--- config.mk ---
export PLATFORM = sky130hd
export DESIGN_NAME = fp_addsub_seq
export DESIGN_NICKNAME = d
export VERILOG_FILES = /design/src/rtl/fp_addsub_seq.sv
export SDC_FILE = /design/constraint.sdc
export NUM_CORES = 1
export LEC_CHECK = 0
export ABC_AREA = 1
export CAP_MARGIN = 20
export CORE_UTILIZATION = 29
export CTS_BUF_LIST = sky130_fd_sc_hd__clkbuf_4 sky130_fd_sc_hd__clkbuf_8
export DETAILED_ROUTE_END_ITERATION = 8
export SLEW_MARGIN = 20
export SYNTH_ARGS = -nofsm -noshare
export SYNTH_HDL_FRONTEND = slang
export SYNTH_SLANG_ARGS = --single-unit
--- constraint.sdc ---
create_clock -name clk -period 13.6 [get_ports clk]
set_input_delay 1.36 -clock clk [delete_from_list [all_inputs] [get_ports clk]]
set_output_delay 1.36 -clock clk [all_outputs]
set_load 0.005 [all_outputs]
--- src/rtl/fp_addsub_seq.sv ---
// Multi-cycle floating-point adder/subtractor with generic exponent/fraction widths.
// Flow: IDLE -> CAPT -> (ALIGN) -> ADD -> (NORM) -> PACK -> IDLE.
// Rounding is truncation; subnormal inputs are flushed to zero.
module fp_addsub_seq #(
   parameter int unsigned EXP_W = 8,
   parameter int unsigned MAN_W = 23
) (
   input  logic                 clk,
   input  logic                 reset_n,
   input  logic                 start,
   input  logic                 op_sub,
   input  logic [EXP_W+MAN_W:0] A,
   input  logic [EXP_W+MAN_W:0] B,
   output logic                 busy,
   output logic                 Done,
   output logic [EXP_W+MAN_W:0] Result,
   output logic                 ovf_flag,
   output logic                 unf_flag
);

   localparam int unsigned W  = 1 + EXP_W + MAN_W;
   localparam int unsigned MW = MAN_W + 1;   // mantissa with hidden bit
   localparam int unsigned SW = MAN_W + 2;   // sum with carry bit

   localparam logic [2:0] S_IDLE  = 3'd0;
   localparam logic [2:0] S_CAPT  = 3'd1;
   localparam logic [2:0] S_ALIGN = 3'd2;
   localparam logic [2:0] S_ADD   = 3'd3;
   localparam logic [2:0] S_NORM  = 3'd4;
   localparam logic [2:0] S_PACK  = 3'd5;

   localparam logic [EXP_W-1:0] EXP_ONES = '1;
   localparam logic [W-1:0]     QNAN     = {1'b0, EXP_ONES, 1'b1, {(MAN_W-1){1'b0}}};

   // state and datapath registers
   logic [2:0]       r_state;
   logic [W-1:0]     r_a, r_b;
   logic             r_sx, r_sub, r_skip;
   logic [EXP_W-1:0] r_ex, r_ey, r_exp;
   logic [MW-1:0]    r_mx, r_my;
   logic [SW-1:0]    r_sum;
   logic [W-1:0]     r_res;
   logic             r_povf, r_punf;

   // next-state values
   logic [2:0]       w_state_nxt;
   logic [W-1:0]     w_a_nxt, w_b_nxt;
   logic             w_sx_nxt, w_sub_nxt, w_skip_nxt;
   logic [EXP_W-1:0] w_ex_nxt, w_ey_nxt, w_exp_nxt;
   logic [MW-1:0]    w_mx_nxt, w_my_nxt;
   logic [SW-1:0]    w_sum_nxt;
   logic [W-1:0]     w_res_nxt;
   logic             w_povf_nxt, w_punf_nxt;
   logic             w_busy_nxt, w_done_nxt, w_ovf_nxt, w_unf_nxt;
   logic [W-1:0]     w_result_nxt;

   // unpack/order helpers and arithmetic
   logic             w_a_ge;
   logic [W-1:0]     w_x, w_y;
   logic [EXP_W-1:0] w_ex, w_ey, w_diff;
   logic             w_bypass;
   logic [SW-1:0]    w_sum, w_shl;
   logic [EXP_W-1:0] w_ey_inc, w_exp_inc, w_exp_dec;

   // magnitude ordering: X is the larger operand, A wins a tie
   assign w_a_ge   = r_a[W-2:0] >= r_b[W-2:0];
   assign w_x      = w_a_ge ? r_a : r_b;
   assign w_y      = w_a_ge ? r_b : r_a;
   assign w_ex     = w_x[W-2:MAN_W];
   assign w_ey     = w_y[W-2:MAN_W];
   assign w_diff   = w_ex - w_ey;
   assign w_bypass = 32'(w_diff) > 32'(MAN_W + 1);

   // one-cycle mantissa sum; ordering keeps the difference non-negative
   assign w_sum     = r_sub ? (SW'(r_mx) - SW'(r_my)) : (SW'(r_mx) + SW'(r_my));
   assign w_shl     = r_sum << 1;
   assign w_ey_inc  = r_ey + EXP_W'(1);
   assign w_exp_inc = r_exp + EXP_W'(1);
   assign w_exp_dec = r_exp - EXP_W'(1);

   // next-state and datapath update
   always_comb begin
      w_state_nxt  = r_state;
      w_a_nxt      = r_a;
      w_b_nxt      = r_b;
      w_sx_nxt     = r_sx;
      w_sub_nxt    = r_sub;
      w_skip_nxt   = r_skip;
      w_ex_nxt     = r_ex;
      w_ey_nxt     = r_ey;
      w_exp_nxt    = r_exp;
      w_mx_nxt     = r_mx;
      w_my_nxt     = r_my;
      w_sum_nxt    = r_sum;
      w_res_nxt    = r_res;
      w_povf_nxt   = r_povf;
      w_punf_nxt   = r_punf;
      w_busy_nxt   = busy;
      w_done_nxt   = 1'b0;
      w_ovf_nxt    = ovf_flag;
      w_unf_nxt    = unf_flag;
      w_result_nxt = Result;

      case (r_state)
         S_IDLE: begin
            if (start) begin
               w_a_nxt     = A;
               w_b_nxt     = {B[W-1] ^ op_sub, B[W-2:0]};
               w_busy_nxt  = 1'b1;
               w_ovf_nxt   = 1'b0;
               w_unf_nxt   = 1'b0;
               w_povf_nxt  = 1'b0;
               w_punf_nxt  = 1'b0;
               w_state_nxt = S_CAPT;
            end
         end

         S_CAPT: begin
            w_sx_nxt   = w_x[W-1];
            w_sub_nxt  = w_x[W-1] ^ w_y[W-1];
            w_ex_nxt   = w_ex;
            w_ey_nxt   = w_ey;
            w_mx_nxt   = (w_ex == '0) ? '0 : {1'b1, w_x[MAN_W-1:0]};
            w_my_nxt   = (w_ey == '0) ? '0 : {1'b1, w_y[MAN_W-1:0]};
            w_skip_nxt = 1'b1;
            // specials and bypass still pass through ADD so every op takes at least 3 cycles
            if (w_ex == EXP_ONES) begin
               if ((w_x[MAN_W-1:0] != '0) || ((w_ey == EXP_ONES) && (w_x[W-1] != w_y[W-1])))
                  w_res_nxt = QNAN;
               else
                  w_res_nxt = {w_x[W-1], EXP_ONES, {MAN_W{1'b0}}};
               w_state_nxt = S_ADD;
            end else if (w_bypass) begin
               w_res_nxt   = w_x;
               w_state_nxt = S_ADD;
            end else begin
               w_skip_nxt  = 1'b0;
               w_state_nxt = (w_ex == w_ey) ? S_ADD : S_ALIGN;
            end
         end

         S_ALIGN: begin
            w_my_nxt = r_my >> 1;
            w_ey_nxt = w_ey_inc;
            if (w_ey_inc == r_ex)
               w_state_nxt = S_ADD;
         end

         S_ADD: begin
            if (r_skip) begin
               w_state_nxt = S_PACK;
            end else if (w_sum == '0) begin
               w_res_nxt   = '0;
               w_state_nxt = S_PACK;
            end else if (w_sum[SW-1] || !w_sum[MAN_W]) begin
               w_sum_nxt   = w_sum;
               w_exp_nxt   = r_ex;
               w_state_nxt = S_NORM;
            end else begin
               w_res_nxt   = {r_sx, r_ex, w_sum[MAN_W-1:0]};
               w_state_nxt = S_PACK;
            end
         end

         S_NORM: begin
            if (r_sum[SW-1]) begin
               if (w_exp_inc == EXP_ONES) begin
                  w_res_nxt  = {r_sx, EXP_ONES, {MAN_W{1'b0}}};
                  w_povf_nxt = 1'b1;
               end else begin
                  w_res_nxt  = {r_sx, w_exp_inc, r_sum[MAN_W:1]};
               end
               w_state_nxt = S_PACK;
            end else if (r_exp <= EXP_W'(1)) begin
               w_res_nxt   = '0;
               w_punf_nxt  = 1'b1;
               w_state_nxt = S_PACK;
            end else begin
               w_sum_nxt = w_shl;
               w_exp_nxt = w_exp_dec;
               if (w_shl[MAN_W]) begin
                  w_res_nxt   = {r_sx, w_exp_dec, w_shl[MAN_W-1:0]};
                  w_state_nxt = S_PACK;
               end
            end
         end

         S_PACK: begin
            w_result_nxt = r_res;
            w_ovf_nxt    = r_povf;
            w_unf_nxt    = r_punf;
            w_done_nxt   = 1'b1;
            w_busy_nxt   = 1'b0;
            w_state_nxt  = S_IDLE;
         end

         default: w_state_nxt = S_IDLE;
      endcase
   end

   // register all state; reset aborts any operation in flight
   always_ff @(posedge clk or negedge reset_n) begin
      if (!reset_n) begin
         r_state  <= S_IDLE;
         r_a      <= '0;
         r_b      <= '0;
         r_sx     <= 1'b0;
         r_sub    <= 1'b0;
         r_skip   <= 1'b0;
         r_ex     <= '0;
         r_ey     <= '0;
         r_exp    <= '0;
         r_mx     <= '0;
         r_my     <= '0;
         r_sum    <= '0;
         r_res    <= '0;
         r_povf   <= 1'b0;
         r_punf   <= 1'b0;
         busy     <= 1'b0;
         Done     <= 1'b0;
         Result   <= '0;
         ovf_flag <= 1'b0;
         unf_flag <= 1'b0;
      end else begin
         r_state  <= w_state_nxt;
         r_a      <= w_a_nxt;
         r_b      <= w_b_nxt;
         r_sx     <= w_sx_nxt;
         r_sub    <= w_sub_nxt;
         r_skip   <= w_skip_nxt;
         r_ex     <= w_ex_nxt;
         r_ey     <= w_ey_nxt;
         r_exp    <= w_exp_nxt;
         r_mx     <= w_mx_nxt;
         r_my     <= w_my_nxt;
         r_sum    <= w_sum_nxt;
         r_res    <= w_res_nxt;
         r_povf   <= w_povf_nxt;
         r_punf   <= w_punf_nxt;
         busy     <= w_busy_nxt;
         Done     <= w_done_nxt;
         Result   <= w_result_nxt;
         ovf_flag <= w_ovf_nxt;
         unf_flag <= w_unf_nxt;
      end
   end

endmodule

# Word level (Yosys, flattened, before mapping)
# Index checks and enable logic that the tools add are counted.
dict set report classes {
  n_addsub 6
  n_lt_le_gt_ge 3
  n_eq_ne 24
  mux 56
  bitwise 2
  reduce_logical 22
}
# op n
set op_table {}
lappend op_table {{$mux 32} 11}
lappend op_table {{$mux 25} 6}
lappend op_table {{$pmux 32 s3} 1}
lappend op_table {{$pmux 25 s2} 1}
lappend op_table {{$mux 24} 2}
lappend op_table {{$pmux 24 s2} 1}
lappend op_table {{$mux 8} 5}
lappend op_table {{$pmux 8 s2} 2}
lappend op_table {{$ge 31x31->1} 1}
lappend op_table {{$mux 31} 1}
lappend op_table {{$add 24x24->25} 1}
lappend op_table {{$logic_not 25->1} 1}
lappend op_table {{$sub 24x24->25} 1}
lappend op_table {{$eq 8x8->1 const B} 3}
lappend op_table {{$reduce_bool 23->1} 1}
lappend op_table {{$ne 2x2->1 const B} 10}
lappend op_table {{$add 8x1->8 const B} 2}
lappend op_table {{$eq 8x8->1} 2}
lappend op_table {{$logic_not 8->1} 2}
lappend op_table {{$mux 1} 15}
lappend op_table {{$mux 3} 5}
lappend op_table {{$pmux 3 s5} 1}
lappend op_table {{$reduce_and 4->1} 3}
lappend op_table {{$pmux 1 s2} 5}
lappend op_table {{21 further kinds} 30}
dict set report totals {
  regBits 237
  inputBits 68
  output_inout_bits 36
}

# Longest topological paths before layout
dict set report depth {
  word_depth 8
  ltp_mapped 31
  mapped_depth_nobuf 30
}

# Least setup slack after synthesis
# No wires, ideal clock.
dict set report synth_path {
  path_type {register to register}
  startpoint {register r_my[1]}
  endpoint {register r_exp[0]}
  setup_time_ns 0.124
  arrival_ns 4.312
  path_slack_ns 9.164
  stages_incl_launch_ff 31
  n_path_buf 1
  period_less_slack_ns 4.436
  path_cell_list {dfrtp_1 > inv_1 > ha_1 > nand3_1 > nand3b_1 > nor3_1 > nand2_1 > nor3_1 > nand2_1 > nor3_1 > nand3_1 > o21ai_0 > o21ai_0 > xor2_1 > ha_1 > nand2_1 > nor4_1 > o21ai_0 > nand3_1 > xor2_1 > nor2_1 > nand2_1 > nor2_1 > nand3_2 > nand2_1 > nand2_1 > nand4_2 > inv_2 > buf_2 > nand2_1 > o21ai_1}
}
dict set report synth_via {
  elab_chain_cells 6
  word_cells_on_any_way 9
  cone_classes {2 x add/sub; 2 x eq/ne; 1 x mux; 4 x reduce/logical}
}
# element line_no
set synth_rtl {}
lappend synth_rtl {{start, declared} 40} ;# logic [MW-1:0] r_mx, r_my;
lappend synth_rtl {{start signal, assigned} 235} ;# r_my <= w_my_nxt;
lappend synth_rtl {{$add 24x24->25 / $sub 24x24->25 (equally long branches)} 75} ;# assign w_sum = r_sub ? (SW'(r_mx) - SW'(r_my)) : (SW'(r_mx) + SW'(r_my));
lappend synth_rtl {{$mux 25 *} 75}
lappend synth_rtl {{branches (longest 3 deep; another with $logic_not 25->1)} -}
lappend synth_rtl {{$reduce_and 6->1 (no source line) *} -}
lappend synth_rtl {{end signal, assigned} 233} ;# r_exp <= w_exp_nxt;
lappend synth_rtl {{end, declared} 39} ;# logic [EXP_W-1:0] r_ex, r_ey, r_exp;
# Mark *: on every way between the ends.
# A chain may end at the register's enable or synchronous reset.

# Worst setup path after layout
dict set report layout_path {
  startpoint {register r_my[1]}
  endpoint {register r_sum[17]}
}
dict set report layout_via {
  elab_chain_cells 6
  word_cells_on_any_way 13
  cone_classes {2 x add/sub; 2 x eq/ne; 5 x mux; 4 x reduce/logical}
}
# element line_no
set layout_rtl {}
lappend layout_rtl {{$add 24x24->25 / $sub 24x24->25 (equally long branches)} 75}
lappend layout_rtl {{$mux 25 *} 75}
lappend layout_rtl {{branches (longest 4 deep; another with $logic_not 25->1)} -}
lappend layout_rtl {{end signal, assigned} 236} ;# r_sum <= w_sum_nxt;
lappend layout_rtl {{end, declared} 41} ;# logic [SW-1:0] r_sum;
# Mark *: on every way between the ends. The select of a mux whose other input is x is not followed.

==> results.sh <==
export IMPL_outcome="complete, no violations"
export IMPL_max_clock_freq_mhz=160
export IMPL_slew_limit_headroom_pct=32.6
export IMPL_synth_seq_cells=237
export IMPL_grt_pass1_wl_um=69800
export IMPL_most_common_layout_cells="nand2_1, dfrtp_1, inv_1"
export IMPL_clk_pin_slew_ps=60
export IMPL_period_share_pct=45.9
export IMPL_gp_congestion=0.909
export IMPL_end_kind="flop"
export IMPL_cts_setup_buffers=0
export IMPL_grt_ovfl_total=0
export IMPL_yosysSeqAreaShare_pct=40.4
export IMPL_core_area_mm2=0.0501
export IMPL_synth_nets=2164
export IMPL_cts_root_buffer="clkbuf_8"
export IMPL_via_per_inst=4.79
export IMPL_seq_area_mm2=0.00593
export IMPL_grt_pass1_vias=12893
export IMPL_synthMuxAreaShare_pct=0
export IMPL_dr_pass1_iters=6
export IMPL_layout_min_cycle_time_ps=6250
export IMPL_cpPeakStageDelay_ps=830
export IMPL_synth_top_area_share_pct=40.4
export IMPL_maxCapViolCount=0
export IMPL_cts_buffers=44
export IMPL_cp_common_cell="nand2_1"
export IMPL_hold_path_class="reg -> reg"
export IMPL_htree_levels=2
export IMPL_synth_flop_cell="dfrtp_1"
export IMPL_drtIter0Drc=1066
export IMPL_die_h_um=227
export IMPL_wire_per_inst_um=15.3
export IMPL_layout_commonest_cell="nand2_1"
export IMPL_avgSynthCellArea_um2=7.21
export IMPL_crit_family="simple AND/OR/NAND/NOR gates"
export IMPL_io_pins=104
export IMPL_multi_input_area_mm2=0.00764
export IMPL_synth_top_family_by_area="simple AND/OR/NAND/NOR gates"
export IMPL_grt_max_degree=122
export IMPL_ctsHoldBuffers=0
export IMPL_ys_types=48
export IMPL_vias=13499
export IMPL_required_ps=14080
export IMPL_worst_setup_path_start_kind="flop"
export IMPL_row_count=82
export IMPL_grt_usage_pct=17.0
export IMPL_slew_violations=0
export IMPL_finClkSkew_ps=25.1
export IMPL_clock_path_buffers=3
export IMPL_synthArstFlopShare_pct=100
export IMPL_synth_fa_ha_area_share_pct=5.34
export IMPL_cts_num_sinks=237
export IMPL_cp_buffers_inverters=2
export IMPL_synth_compound_area_share_pct=13.0
export IMPL_synth_top_cell_by_area="dfrtp_1"
export IMPL_dp_hpwl_um=32300
export IMPL_worstMarginPinSlew_ps=1010
export IMPL_fin_tns_setup_ps=0
export IMPL_num_fill_cells=5487
export IMPL_nets=2245
export IMPL_ant_nets=0
export IMPL_initial_core_util_pct=29.3
export IMPL_die_w_um=227
export IMPL_die_area_mm2=0.0515
export IMPL_clkLatencyLatePin_ps=580
export IMPL_drive_gt1_share_pct=6.19
export IMPL_rsz0062_at_grt="false"
export IMPL_syn_area_mm2=0.0147
export IMPL_areaGrowthSynthToFinish_pct=17.7
export IMPL_worstSetupPathType="reg -> reg"
export IMPL_drc=0
export IMPL_synthTopCellsByArea="dfrtp_1, nand2_1, o21ai_0"
export IMPL_cpMaxStageDelayCell="inv_2"
export IMPL_ctsResizeCount=0
export IMPL_cp_data_arrival_time_ps=6730
export IMPL_synthSimpleGateAreaFrac_pct=29.7
export IMPL_ys_warn_count=0
export IMPL_antenna_found_initial=1
export IMPL_totalWireLength_um=43200
export IMPL_synth_xor_area_share_pct=3.88
export IMPL_diodes=0
export IMPL_synthCells=2034
export IMPL_cts_tree="built"
export IMPL_synth_edf_count=0
export IMPL_setup_violations=0
export IMPL_io_buffers=103
export IMPL_final_hold_viol_count=0
export IMPL_crit_fanout=42
==> logic make-up (layout without fill, tap and decap cells) <==
logic type	Yosys count	after routing
fa+ha+maj	62	62
flops	237	237
compound gates	330	330
simple gates	1060	1060
buf+inv	280	393
xor+xnor	65	65
==> synthesized netlist by cell type (2+ instances only) <==
cell / n
clkinv_1: 3
o21a_1: 2
nor4_1: 5
nand3b_1: 4
dfrtp_1: 237
buf_2: 22
nor2_2: 5
xnor2_1: 15
o211ai_1: 10
clkbuf_1: 52
a21oi_1: 56
nand2_1: 750
nor2_1: 89
inv_1: 189
o2111ai_1: 3
nand3_1: 140
o21ai_0: 178
ha_1: 61
inv_2: 7
nand4_1: 16
o21ai_2: 2
o221ai_1: 31
or2_2: 3
buf_4: 2
nor3_1: 27
nand3_2: 3
o21bai_1: 6
a21o_1: 2
o21ai_1: 20
a32oi_1: 5
xor2_1: 50
o22ai_1: 5
o211a_1: 4
buf_6: 4
nand2_2: 13
==> worst reg2reg max path: cells and delay by family (launching register included) <==
kind,cells,cell delay [ps]
compound gates,4,670
xor+xnor,2,430
fa+ha+maj,2,540
buf+inv,2,950
flops,1,380
simple gates,19,3170
==> layer usage <==
layer | track usage [%] | part of all wire, %
met1 | 25.4 | 51
met2 | 24.9 | 41
met3 | 2.81 | 6.2
met4 | 4.62 | 1.9
met5 | 0 | 0
==> state kept, by name, summed over array words and instances, names as in the netlist <==
signal,count
Result,32
r_a,32
r_b,32
r_res,32
r_sum,25
r_mx,24
r_my,24
r_ex,8
r_exp,8
r_ey,8
r_state,3
Done,1
busy,1
ovf_flag,1
r_povf,1
r_punf,1
r_skip,1
r_sub,1
r_sx,1
unf_flag,1
==> worst paths after layout <==
check,startpoint,end,slack (ps),cells after the start
max reg2reg,r_my[1],r_sum[17],7350,29
max in group asynchronous,reset_n,r_b[28],11220,2
min reg2reg,Result[15],Result[15],470,2
min in group asynchronous,reset_n,Result[6],870,1
max,r_my[1],r_sum[17],7350,29
min,Result[15],Result[15],470,2
==> final cells by class <==
cell class,instances,area share [%]
Timing Repair Buffer,116,6.68
Clock buffer,70,5.07
Tap cell,672,4.87
Multi-Input combinational cell,1517,44.3
Clock inverter,8,0.406
Sequential cell,237,34.4
Inverter,199,4.33
==> per-stage QoR <==
stage          area (µm²)  utilization, %  instances  hold WS (ps)  setup WS [ps]
2_1_floorplan       14700               -       2034           442           9160
3_3_place_gp        16300            32.5       2740           455           7680
3_5_place_dp        16300            32.5       2740           458           7480
4_1_cts             17200            34.4       2818           474           7430
5_1_grt             17300            34.5       2819           485           6580
6_report            17300            34.5       2819           467           7350
Power is not shown: default switching activity piles up to over one toggle a cycle in this logic, so the estimate is an artifact.
